<file path="src/rtl/csi_frame_ctrl.sv">
`default_nettype none
// ============================================================================
//  Module   : csi_frame_ctrl
//  Purpose  : Frame-capture sequencer for the CSI receive packet handler.
//             Holds the handler in reset until a capture is armed, aligns to
//             a clean frame start and gates the payload for one frame, or
//             for every frame in continuous mode. Counts lines and words, and
//             flags inactivity timeouts, header ECC errors and line overflow.
//  Revision : 1.0  initial release
// ============================================================================
module csi_frame_ctrl #(
    parameter int LINE_CNT_W  = 12,
    parameter int WORD_CNT_W  = 24,
    parameter int TIMEOUT_W   = 16,
    parameter int TIMEOUT_CYC = 50000
) (
    input  logic                  rxbyteclkhs_i,
    input  logic                  reset_n_i,
    input  logic                  arm_i,
    input  logic                  abort_i,
    input  logic                  continuous_i,
    input  logic                  frame_active_i,
    input  logic                  frame_valid_i,
    input  logic                  hdr_err_i,
    output logic                  pckt_rst_o,
    output logic                  capture_en_o,
    output logic                  busy_o,
    output logic                  frame_done_o,
    output logic                  frame_err_o,
    output logic [1:0]            err_code_o,
    output logic [LINE_CNT_W-1:0] line_count_o,
    output logic [WORD_CNT_W-1:0] word_count_o
);

    typedef enum logic [2:0] {
        ST_IDLE    = 3'd0,
        ST_SKIP    = 3'd1,
        ST_WAIT_FS = 3'd2,
        ST_CAPTURE = 3'd3,
        ST_DONE    = 3'd4,
        ST_ERROR   = 3'd5
    } state_t;

    localparam logic [1:0] ERR_NONE    = 2'd0;
    localparam logic [1:0] ERR_TIMEOUT = 2'd1;
    localparam logic [1:0] ERR_HDR     = 2'd2;
    localparam logic [1:0] ERR_OVF     = 2'd3;

    localparam logic [TIMEOUT_W-1:0]  TO_LIMIT = TIMEOUT_W'(TIMEOUT_CYC - 1);
    localparam logic [TIMEOUT_W-1:0]  TO_ONE   = TIMEOUT_W'(1);
    localparam logic [LINE_CNT_W-1:0] LINE_MAX = '1;
    localparam logic [LINE_CNT_W-1:0] LINE_ONE = LINE_CNT_W'(1);
    localparam logic [WORD_CNT_W-1:0] WORD_MAX = '1;
    localparam logic [WORD_CNT_W-1:0] WORD_ONE = WORD_CNT_W'(1);

    state_t                  state_q, state_d;
    logic [1:0]              err_code_q, err_code_d;
    logic [LINE_CNT_W-1:0]   line_q, line_d;
    logic [WORD_CNT_W-1:0]   word_q, word_d;
    logic [TIMEOUT_W-1:0]    to_q, to_d;
    logic                    fa_prev_q;
    logic                    fv_prev_q;
    logic                    pckt_rst_q;
    logic                    busy_q;
    logic                    done_q;
    logic                    err_q;

    logic                    in_capture;
    logic                    timed_state;
    logic                    activity;
    logic                    timeout_hit;
    logic                    line_inc;
    logic                    line_ovf;
    logic                    word_inc;
    logic                    clear_counts;

    // Event decode shared by the FSM, counters and the inactivity timer
    always_comb begin
        in_capture  = (state_q == ST_CAPTURE);
        timed_state = (state_q == ST_SKIP) || (state_q == ST_WAIT_FS) || in_capture;
        // Any payload word or frame_active edge counts as link activity
        activity    = frame_valid_i | (frame_active_i ^ fa_prev_q);
        timeout_hit = timed_state & ~activity & (to_q == TO_LIMIT);
        // A line ends on the falling edge of frame_valid, or when the frame
        // closes while a line is still open
        line_inc    = in_capture & ((fv_prev_q & ~frame_valid_i) |
                                    (~frame_active_i & frame_valid_i));
        line_ovf    = line_inc & (line_q == LINE_MAX);
        word_inc    = in_capture & frame_valid_i;
    end

    // Next-state and error-code selection; abort overrides everything
    always_comb begin
        state_d      = state_q;
        err_code_d   = err_code_q;
        clear_counts = 1'b0;
        if (abort_i) begin
            state_d = ST_IDLE;
        end else begin
            case (state_q)
                ST_IDLE: begin
                    if (arm_i) begin
                        err_code_d = ERR_NONE;
                        state_d    = frame_active_i ? ST_SKIP : ST_WAIT_FS;
                    end
                end
                ST_SKIP: begin
                    if (!frame_active_i) begin
                        state_d = ST_WAIT_FS;
                    end else if (timeout_hit) begin
                        state_d    = ST_ERROR;
                        err_code_d = ERR_TIMEOUT;
                    end
                end
                ST_WAIT_FS: begin
                    if (frame_active_i) begin
                        state_d      = ST_CAPTURE;
                        clear_counts = 1'b1;
                    end else if (timeout_hit) begin
                        state_d    = ST_ERROR;
                        err_code_d = ERR_TIMEOUT;
                    end
                end
                ST_CAPTURE: begin
                    if (hdr_err_i) begin
                        state_d    = ST_ERROR;
                        err_code_d = ERR_HDR;
                    end else if (line_ovf) begin
                        state_d    = ST_ERROR;
                        err_code_d = ERR_OVF;
                    end else if (!frame_active_i) begin
                        state_d = ST_DONE;
                    end else if (timeout_hit) begin
                        state_d    = ST_ERROR;
                        err_code_d = ERR_TIMEOUT;
                    end
                end
                ST_DONE: begin
                    state_d = continuous_i ? ST_WAIT_FS : ST_IDLE;
                end
                ST_ERROR: begin
                    state_d = ST_IDLE;
                end
                default: begin
                    state_d = ST_IDLE;
                end
            endcase
        end
    end

    // Saturating line/word counters; frozen while abort is asserted
    always_comb begin
        line_d = line_q;
        word_d = word_q;
        if (clear_counts) begin
            line_d = '0;
            word_d = '0;
        end else if (!abort_i) begin
            if (word_inc && (word_q != WORD_MAX)) begin
                word_d = word_q + WORD_ONE;
            end
            if (line_inc && !line_ovf) begin
                line_d = line_q + LINE_ONE;
            end
        end
    end

    // Inactivity timer restarts on every state change and on link activity
    always_comb begin
        if ((state_d != state_q) || activity || !timed_state) begin
            to_d = '0;
        end else begin
            to_d = to_q + TO_ONE;
        end
    end

    // State, counters and registered outputs
    always_ff @(posedge rxbyteclkhs_i) begin
        if (!reset_n_i) begin
            state_q    <= ST_IDLE;
            err_code_q <= ERR_NONE;
            line_q     <= '0;
            word_q     <= '0;
            to_q       <= '0;
            fa_prev_q  <= 1'b0;
            fv_prev_q  <= 1'b0;
            pckt_rst_q <= 1'b1;
            busy_q     <= 1'b0;
            done_q     <= 1'b0;
            err_q      <= 1'b0;
        end else begin
            state_q    <= state_d;
            err_code_q <= err_code_d;
            line_q     <= line_d;
            word_q     <= word_d;
            to_q       <= to_d;
            fa_prev_q  <= frame_active_i;
            // Only track line edges seen while capturing, so stale
            // frame_valid from before the frame start is never counted
            fv_prev_q  <= frame_valid_i & in_capture;
            pckt_rst_q <= (state_d == ST_IDLE) || (state_d == ST_ERROR);
            busy_q     <= (state_d != ST_IDLE);
            done_q     <= (state_d == ST_DONE);
            err_q      <= (state_d == ST_ERROR);
        end
    end

    assign capture_en_o = frame_valid_i & in_capture;
    assign pckt_rst_o   = pckt_rst_q;
    assign busy_o       = busy_q;
    assign frame_done_o = done_q;
    assign frame_err_o  = err_q;
    assign err_code_o   = err_code_q;
    assign line_count_o = line_q;
    assign word_count_o = word_q;

endmodule
`default_nettype wire

</file>
<file path="config.mk">
export PLATFORM = sky130hd
export DESIGN_NAME = csi_frame_ctrl
export DESIGN_NICKNAME = d
export VERILOG_FILES = /design/src/rtl/csi_frame_ctrl.sv
export SDC_FILE = /design/constraint.sdc
export NUM_CORES = 1
export LEC_CHECK = 0
export CAP_MARGIN = 10
export CORE_ASPECT_RATIO = 0.75
export CORE_MARGIN = 5
export CORE_UTILIZATION = 54
export CTS_CLUSTER_SIZE = 20
export DETAILED_ROUTE_END_ITERATION = 10
export GPL_TIMING_DRIVEN = 0
export PLACE_DENSITY = 0.8
export RECOVER_POWER = 100
export SLEW_MARGIN = 5
export SYNTH_ARGS = -nofsm -noshare
export SYNTH_HDL_FRONTEND = slang
export SYNTH_SLANG_ARGS = --single-unit
</file>
<file path="constraint.sdc">
create_clock -name rxbyteclkhs_i -period 2.31 [get_ports rxbyteclkhs_i]
set_clock_uncertainty 0.05 [all_clocks]
set_input_delay 0.231 -clock rxbyteclkhs_i [delete_from_list [all_inputs] [get_ports rxbyteclkhs_i]]
set_output_delay 0.231 -clock rxbyteclkhs_i [all_outputs]
set_load 0.01 [all_outputs]
</file>
# Word level (Yosys, flattened, before mapping)

Cells that the tools add are included.

Register bits: 63
Input port bits: 8
Output and inout bits: 43
Word-level logic and storage cells: 80

Add/sub/neg operators: 3
Eq/ne operators: 12
Multiplexer cells: 21
Bitwise logic cells: 15
Reductions and logical operators: 18

Operator list:

| cell                  | number |
|---|---|
| $add 24x1->24 const B | 1 |
| $mux 3                | 8 |
| $ne 24x24->1 const B  | 1 |
| $add 16x1->16 const B | 1 |
| $eq 16x16->1 const B  | 1 |
| $mux 2                | 8 |
| $pmux 3 s5            | 1 |
| $add 12x1->12 const B | 1 |
| $eq 12x12->1 const B  | 1 |
| $eq 3x3->1 const B    | 3 |
| $pmux 2 s4            | 1 |
| $and 1x1->1           | 7 |
| $eq 3x2->1 const B    | 2 |
| $logic_not 3->1       | 2 |
| $logic_or 1x1->1      | 5 |
| $not 1->1             | 5 |
| $ne 2x2->1 const B    | 2 |
| $reduce_and 2->1      | 2 |
| $reduce_and 4->1      | 1 |
| $reduce_bool 4->1     | 1 |
| $reduce_or 2->1       | 2 |
| $eq 3x1->1 const B    | 1 |
| $mux 1                | 3 |
| $ne 3x3->1            | 1 |
| other kinds (5)       | 8 |

# Depth between registers and ports, before layout

Gate-level depths: netlist of the first run.

Word-level depth: 15
Mapped depth: 9

# Worst setup path after synthesis of the first run

No wires, ideal clock.

Path type: reg-to-reg
Start point: register line_q[0] (netlist: line_count_o[0])
End point: register to_q[11]
Setup time: 73 ps
Data arrival time: 1900 ps
Slack: 287 ps
Stages on the path, launching flop included: 9
Path through: dfxtp_1 > ha_1 > and3_1 > and4_1 > a22oi_4 > a311o_2 > nand4_4 > buf_12 > nor3_2

Cells in the longest elaborated chain, start to end: 10

Ends and longest elaborated chain:

| element                          | line | text |
|---|---|---|
| start, declared                  | 58   | `logic [LINE_CNT_W-1:0] line_q, line_d;` |
| start signal, assigned           | 194  | `line_q <= line_d;` |
| $eq 12x12->1                     | 88   | `line_ovf = line_inc & (line_q == LINE_MAX);` |
| $and 1x1->1                      | 88   |  |
| $mux 3                           | 128  | `end else if (line_ovf) begin` |
| $mux 3                           | 125  | `if (hdr_err_i) begin` |
| $pmux 3 s5                       | 100  | `case (state_q)` |
| $mux 3                           | 97   | `if (abort_i) begin` |
| $ne 3x3->1                       | 170  | `if ((state_d != state_q) \|\| activity \|\| !timed_state) begin` |
| $logic_or 1x1->1 (2 in series)   | 170  |  |
| $reduce_or 2->1 (no source line) | -    |  |
| end signal, assigned             | 196  | `to_q <= to_d;` |
| end, declared                    | 60   | `logic [TIMEOUT_W-1:0] to_q, to_d;` |

No other way between the ends.
A chain may end at the register's enable or synchronous reset.

# Worst setup path in the final report of the first run

Start point: input port frame_valid_i
End point: register to_q[7]

Cells in the longest elaborated chain, start to end: 14

Ends and longest elaborated chain:

| element                              | line          | text |
|---|---|---|
| start, declared                      | 23            | `input logic frame_valid_i,` |
| $or 1x1->1                           | 82            | `activity = frame_valid_i \| (frame_active_i ^ fa_prev_q);` |
| $not 1->1                            | 83            | `timeout_hit = timed_state & ~activity & (to_q == TO_LIMIT);` |
| $and 1x1->1 (2 in series)            | 83            |  |
| $mux 3                               | 110, 119, 133 |  |
| $mux 3                               | 131           | `end else if (!frame_active_i) begin` |
| $mux 3                               | 128           |  |
| $mux 3                               | 125           |  |
| $pmux 3 s5                           | 100           |  |
| $mux 3                               | 97            |  |
| $ne 3x3->1                           | 170           |  |
| $logic_or 1x1->1 (*) (2 in series)   | 170           |  |
| $reduce_or 2->1 (no source line) (*) | -             |  |

Every way passes the cells marked *; elsewhere a longest branch is shown, timed or not.

==> flow_metrics.env, run 1 <==
export IMPL_power_density_nw_per_um2=526
export IMPL_wl_per_cell_um=15.0
export IMPL_synth_flop_cell="dfxtp_1"
export IMPL_vias=2908
export IMPL_slew_headroom=0.704
export IMPL_ys_ff_latch=63
export IMPL_clk_latency_ps=340
export IMPL_peakVddDrop_mv=0.318
export IMPL_crit_arrival_ps=2380
export IMPL_drt_total_wl_mm=7.78
export IMPL_setup_viol=0
export IMPL_maxSlewViolCount=0
export IMPL_syn_nets=383
export IMPL_min_period_over_period=0.954
export IMPL_synth_top_area_frac=0.386
export IMPL_synth_area_um2=3270
export IMPL_worstMarginPinSlew_ps=440
export IMPL_core_um2=5860
export IMPL_crit_path_start_kind="input pin"
export IMPL_drt_iter0_markers=151
export IMPL_die_x_um=99.8
export IMPL_cp_end_kind="register"
export IMPL_rows=24
export IMPL_place_area_um2=3860
export IMPL_maxCapViolations=0
export IMPL_synth_async_sr_flop_share=0
export IMPL_clkTransAtPathRegs_ps=70
export IMPL_grt_max_degree=11
export IMPL_root_buffer="clkbuf_8"
export IMPL_yosys_cell_types_count=59
export IMPL_crit_start="frame_valid_i"
export IMPL_synthTopCellsByArea="dfxtp_1 39%, xnor2_1 5.9%, xor2_1 5.9%, nor2_1 5.2%, nor3_2 3.4%"
export IMPL_area_growth_pct=25.5
export IMPL_yosysWarnings=0
export IMPL_yosysSeqAreaShare=0.386
export IMPL_status="completed"
export IMPL_drc=0
export IMPL_leakagePower_nw=1.62
export IMPL_crit_chain="dlygate4sd3_1 > nor4_4 > nand4_1 > a311o_2 > nand4_4 > buf_12 > nor3_2"
export IMPL_start_util=0.558
export IMPL_viasPerCell=5.59
export IMPL_synth_top_area_cell="dfxtp_1"
export IMPL_max_freq_ghz=0.454
export IMPL_ant_nets=0
export IMPL_cts_tree="done"
export IMPL_worst_path_buf_inv=2
export IMPL_layout_nets=448
export IMPL_synth_edf_count=0
export IMPL_reg2reg_from="line_count_o[0]"
export IMPL_die_area_um2=7720
export IMPL_crit_type="in2reg"
export IMPL_drive_above_1_share=0.124
export IMPL_min_period_ps=2200
export IMPL_grt_pass1_wl_mm=13.2
export IMPL_gp_congestion=0.874
export IMPL_clkSinkCount=63
export IMPL_post_dp_hpwl_mm=5.52
export IMPL_gr_usage_all_layers=0.211
export IMPL_antenna_found_initial=0
export IMPL_hold_violations=0
export IMPL_grt_pass1_vias=2765
export IMPL_whs_ps=289
export IMPL_syn_inst=372
export IMPL_syn_area_per_cell_um2=8.79
export IMPL_cts_buffers=9
export IMPL_htreeDepth=3
export IMPL_final_cell_area_um2=4100
export IMPL_max_stage_delay_ps=650
export IMPL_overflow=0
export IMPL_path_max_fanout=10
export IMPL_cts_max_path_buffers=2
export IMPL_fin_util=0.700
export IMPL_path_delay_family="simple AND/OR/NAND/NOR gates"
export IMPL_required_ps=2490
export IMPL_hp_class="in2reg"
export IMPL_die_y_um=77.4
export IMPL_crit_path_top_delay_cell="dlygate4sd3_1"
export IMPL_drt_pass1_iterations=4
export IMPL_port_buffers=49
export IMPL_diodes=0
export IMPL_min_from="abort_i"
export IMPL_io_pin_count=51
-- where the power goes --
| group | internal (mW) | switching, mW | total, mW |
|---|---|---|---|
| logic | 0.0474 | 0.0764 | 0.124 |
| clock network | 0.523 | 0.414 | 0.937 |
| registers | 1.09 | 0.00267 | 1.09 |
| total | 1.66 | 0.493 | 2.16 |
-- synth_stat cells, drive strengths merged (2+ instances only) --
master   instances
clkbuf           8
or3              8
ha               3
nor4             4
nand2           26
a21o             3
nand3           16
dfxtp           63
a22oi            3
nor2            45
nand2b           5
mux2i            2
a31oi            3
o22a             2
xnor2           22
a211oi           2
and3            15
a21oi           11
buf              8
nand3b           4
o2111ai          2
nand4           17
and4             6
xor2            22
nor3b            4
and2            10
inv              9
o21ai           10
nor3            20
nor2b            3
-- flip-flops by register name (all words and copies together), names as in the netlist --
register and count:
frame_err_o 1, pckt_rst_o 1, busy_o 1, to_q 16, frame_done_o 1, err_code_o 2
fv_prev_q 1, fa_prev_q 1, word_count_o 24, state_q 3, line_count_o 12
-- metal layers --
metal  GRT usage  part of all wire  routed length [um]  up-vias
met5           0                 0                   0        -
met4      0.0696            0.0078                  61        0
met3      0.0726             0.066                 514        7
met2       0.312              0.45                3520       82
met1       0.288              0.47                3680     1355
li1            -                 -                   -     1464
-- stage by stage --
stage               total power, mW  std cells  TNS [ps]  worst slack (ps)
global route                   2.25        520     -35.3             -9.41
finish                         2.16        520         0               107
CTS                            2.18        515         0              39.6
floorplan                      1.20        372         0               287
global placement               1.24        499     -1210              -126
detailed placement             1.24        499     -1460              -146
-- tightest hold or removal path, cell delays in order --
cell,delay [ps]
clkbuf_2,200
o31ai_1,100
o32ai_1,90
-- cell type report --
class	count	area [um^2]
Clock inverter	4	45.0
Sequential cell	63	1260
Timing Repair Buffer	54	522
Buffer	16	113
Inverter	9	33.8
Clock buffer	12	145
Multi-Input combinational cell	284	1880
Fill cell	480	1760
Tap cell	78	97.6
-- path summary, 6_finish.rpt --
kind	end	slack (ps)	cells after the start
max	to_q[7]	110	7
min	err_code_o[0]	290	3
max reg2reg	to_q[13]	120	8
min reg2reg	to_q[0]	430	1
-- what timing repair did --
item	4_1_cts	5_1_grt
cloned	0	1
hold buffers	0	0
endpoints found under the hold margin	0	0
buffers inserted	0	4
endpoints found under the setup margin	8	41
pin swaps	0	3
resized for setup	1	11
-- kinds of logic after synthesis --
| logic type | synth area share |
|---|---|
| muxes | 0.00613 |
| adders and majority gates | 0.0115 |
| DFF | 0.386 |
| AOI/OAI and AO/OA | 0.108 |
| buffers and inverters | 0.0425 |
| xor gates and xnor gates | 0.118 |
| and+or+nand+nor | 0.328 |
-- placed cells by master, fill, tap and decap left out, drive strengths merged, types with 3 or more instances in the layout --
cell	netlist	layout
inv	9	9
nor4	4	4
nor3b	4	4
a22oi	3	3
a21o	3	3
clkbuf	8	21
xnor2	22	22
dlygate4sd3	0	43
nor2	45	45
nand4	17	17
nand2b	5	5
nand3	16	16
buf	8	12
ha	3	3
xor2	22	22
a21oi	11	11
nor2b	3	3
nand3b	4	4
and4	6	6
and2	10	10
a31oi	3	3
nor3	20	20
or3	8	8
o21ai	10	10
clkdlybuf4s50	0	6
nand2	26	26
dfxtp	63	63
and3	15	15
clkinv	0	3
Power figures use the tool's default switching activity.
==> run 2, diff against run 1 <==
CTS_CLUSTER_DIAMETER = 100   (was default)
clock period = 2.29 ns   (was 2.31 ns; I/O delays follow)
==> run 2 against run 1 <==
  * The run now ends with negative setup slack left
  * Setup slack got worse by 120 ps
  * Register-to-register slack lost 80 ps
  * Sequential power barely moved
  * Non-clock buffer count rose by 4
  * Critical path depth grew 1
  * Via count grew 3.0%
  * Sequential cell count is the same
  * Core utilization increased by 1.4 points
  * Final cell count rose by 0.77%
  * Die area unchanged
==> flow_metrics.env, run 2 (synthesized netlist as in run 1, its figures left out) <==
export IMPL_status="finished, violations left"
export IMPL_failed_checks="negative setup slack"
export IMPL_viasPerCell=5.72
export IMPL_crit_path_start_kind="input pin"
export IMPL_start_util=0.558
export IMPL_required_ps=2470
export IMPL_port_buffers=49
export IMPL_rows=24
export IMPL_fin_ws_ps=-13.7
export IMPL_setup_viol=4
export IMPL_final_cell_area_um2=4180
export IMPL_core_um2=5860
export IMPL_wl_per_cell_um=15.7
export IMPL_die_y_um=77.4
export IMPL_drive_above_1_share=0.139
export IMPL_post_place_ws_ps=-164
export IMPL_place_area_um2=3860
export IMPL_clkSinkCount=63
export IMPL_whs_ps=277
export IMPL_multi_input_area_um2=1890
export IMPL_drc=0
export IMPL_clk_latency_ps=350
export IMPL_final_cells=524
export IMPL_ant_nets=0
export IMPL_gp_congestion=0.874
export IMPL_cts_buffers=9
export IMPL_area_growth_pct=28.0
export IMPL_cts_max_path_buffers=2
export IMPL_layout_common_cells="63 x dfxtp_1, 45 x nor2_1, 41 x dlygate4sd3_1, 26 x nand2_1"
export IMPL_drt_iter0_markers=210
export IMPL_io_pin_count=51
export IMPL_hold_violations=0
export IMPL_fillers=470
export IMPL_slew_headroom=0.657
export IMPL_max_freq_ghz=0.434
export IMPL_maxCapViolations=0
export IMPL_antenna_found_initial=0
export IMPL_drt_total_wl_mm=8.23
export IMPL_path_max_fanout=7
export IMPL_grt_pass1_wl_mm=13.2
export IMPL_rsz0062_at_grt="yes"
export IMPL_dp_cells=499
export IMPL_crit_arrival_ps=2490
export IMPL_diodes=0
export IMPL_min_period_ps=2300
export IMPL_final_common_cell="dfxtp_1"
export IMPL_power_density_nw_per_um2=527
export IMPL_overflow=0
export IMPL_peakVddDrop_mv=0.320
export IMPL_vias=2995
export IMPL_drt_pass1_iterations=4
export IMPL_post_dp_hpwl_mm=5.52
export IMPL_grt_pass1_vias=2765
export IMPL_die_area_um2=7720
export IMPL_root_buffer="clkbuf_8"
export IMPL_finalSetupTns_ps=-36.8
export IMPL_cp_end_kind="register"
export IMPL_regArea_um2=1260
export IMPL_gr_usage_all_layers=0.211
export IMPL_layout_nets=452
export IMPL_htreeDepth=3
export IMPL_leakagePower_nw=1.66
export IMPL_fin_util=0.714
export IMPL_largest_reg_flops=24
export IMPL_cts_tree="done"
export IMPL_min_period_over_period=1.01
export IMPL_hp_class="in2reg"
export IMPL_fin_total_pwr_mw=2.20
export IMPL_crit_type="in2reg"
export IMPL_maxSlewViolCount=0
export IMPL_die_x_um=99.8
export IMPL_clkTransAtPathRegs_ps=70
export IMPL_grt_max_degree=11
export IMPL_worstMarginPinSlew_ps=511
## run 2: changes by cell type in the layout (fill, tap and decap cells not counted), sizes merged
cell	before	now
buf	12	14
clkbuf	21	23
clkdlybuf4s50	6	8
dlygate4sd3	43	41
## run 2: timing repair
item / 4_1_cts / 5_1_grt
resized for setup: 1 / 14
buffers inserted: 0 / 7
hold buffers: 0 / 0
pin swaps: 0 / 3
cloned: 0 / 2
endpoints found under the setup margin: 8 / 42
endpoints found under the hold margin: 0 / 0
## run 2: path summary, 6_finish.rpt
check / from / endpoint / slack [ps] / cells after the start
worst min-delay path: abort_i / err_code_o[0] / 280 / 3
worst min register to register: to_q[0] / to_q[0] / 450 / 1
worst max register to register: to_q[0] / to_q[0] / 40 / 8
worst max-delay path: frame_active_i / to_q[0] / -10 / 8
## run 2: cell type report
| class | instances | share of cell area |
|---|---|---|
| Timing Repair Buffer | 58 | 0.143 |
| Inverter | 9 | 0.00808 |
| Buffer | 16 | 0.0275 |
| Multi-Input combinational cell | 284 | 0.451 |
| Tap cell | 78 | 0.0233 |
| Sequential cell | 63 | 0.302 |
| Clock buffer | 12 | 0.0347 |
| Clock inverter | 4 | 0.0108 |
## run 2: worst max-delay path, stage by stage
cell,delay (ps)
clkdlybuf4s50_1,490
xor2_1,220
nor4_4,470
nand4_1,220
a311o_2,450
nand4_4,180
clkbuf_16,180
nor3_2,40
## run 2: metal layers
layer / GRT usage / wire length [um] / share of wire
met2: 0.312 / 3800 / 0.46
met1: 0.288 / 3820 / 0.46
met4: 0.0696 / 87 / 0.011
met3: 0.0726 / 520 / 0.063
met5: 0 / 0 / 0
## run 2: where the power goes
part | total, mW | leakage, nW | internal, mW | switching, mW
registers | 1.10 | 0.508 | 1.10 | 0.00280
clock network | 0.956 | 0.100 | 0.528 | 0.428
logic | 0.145 | 1.05 | 0.0619 | 0.0832
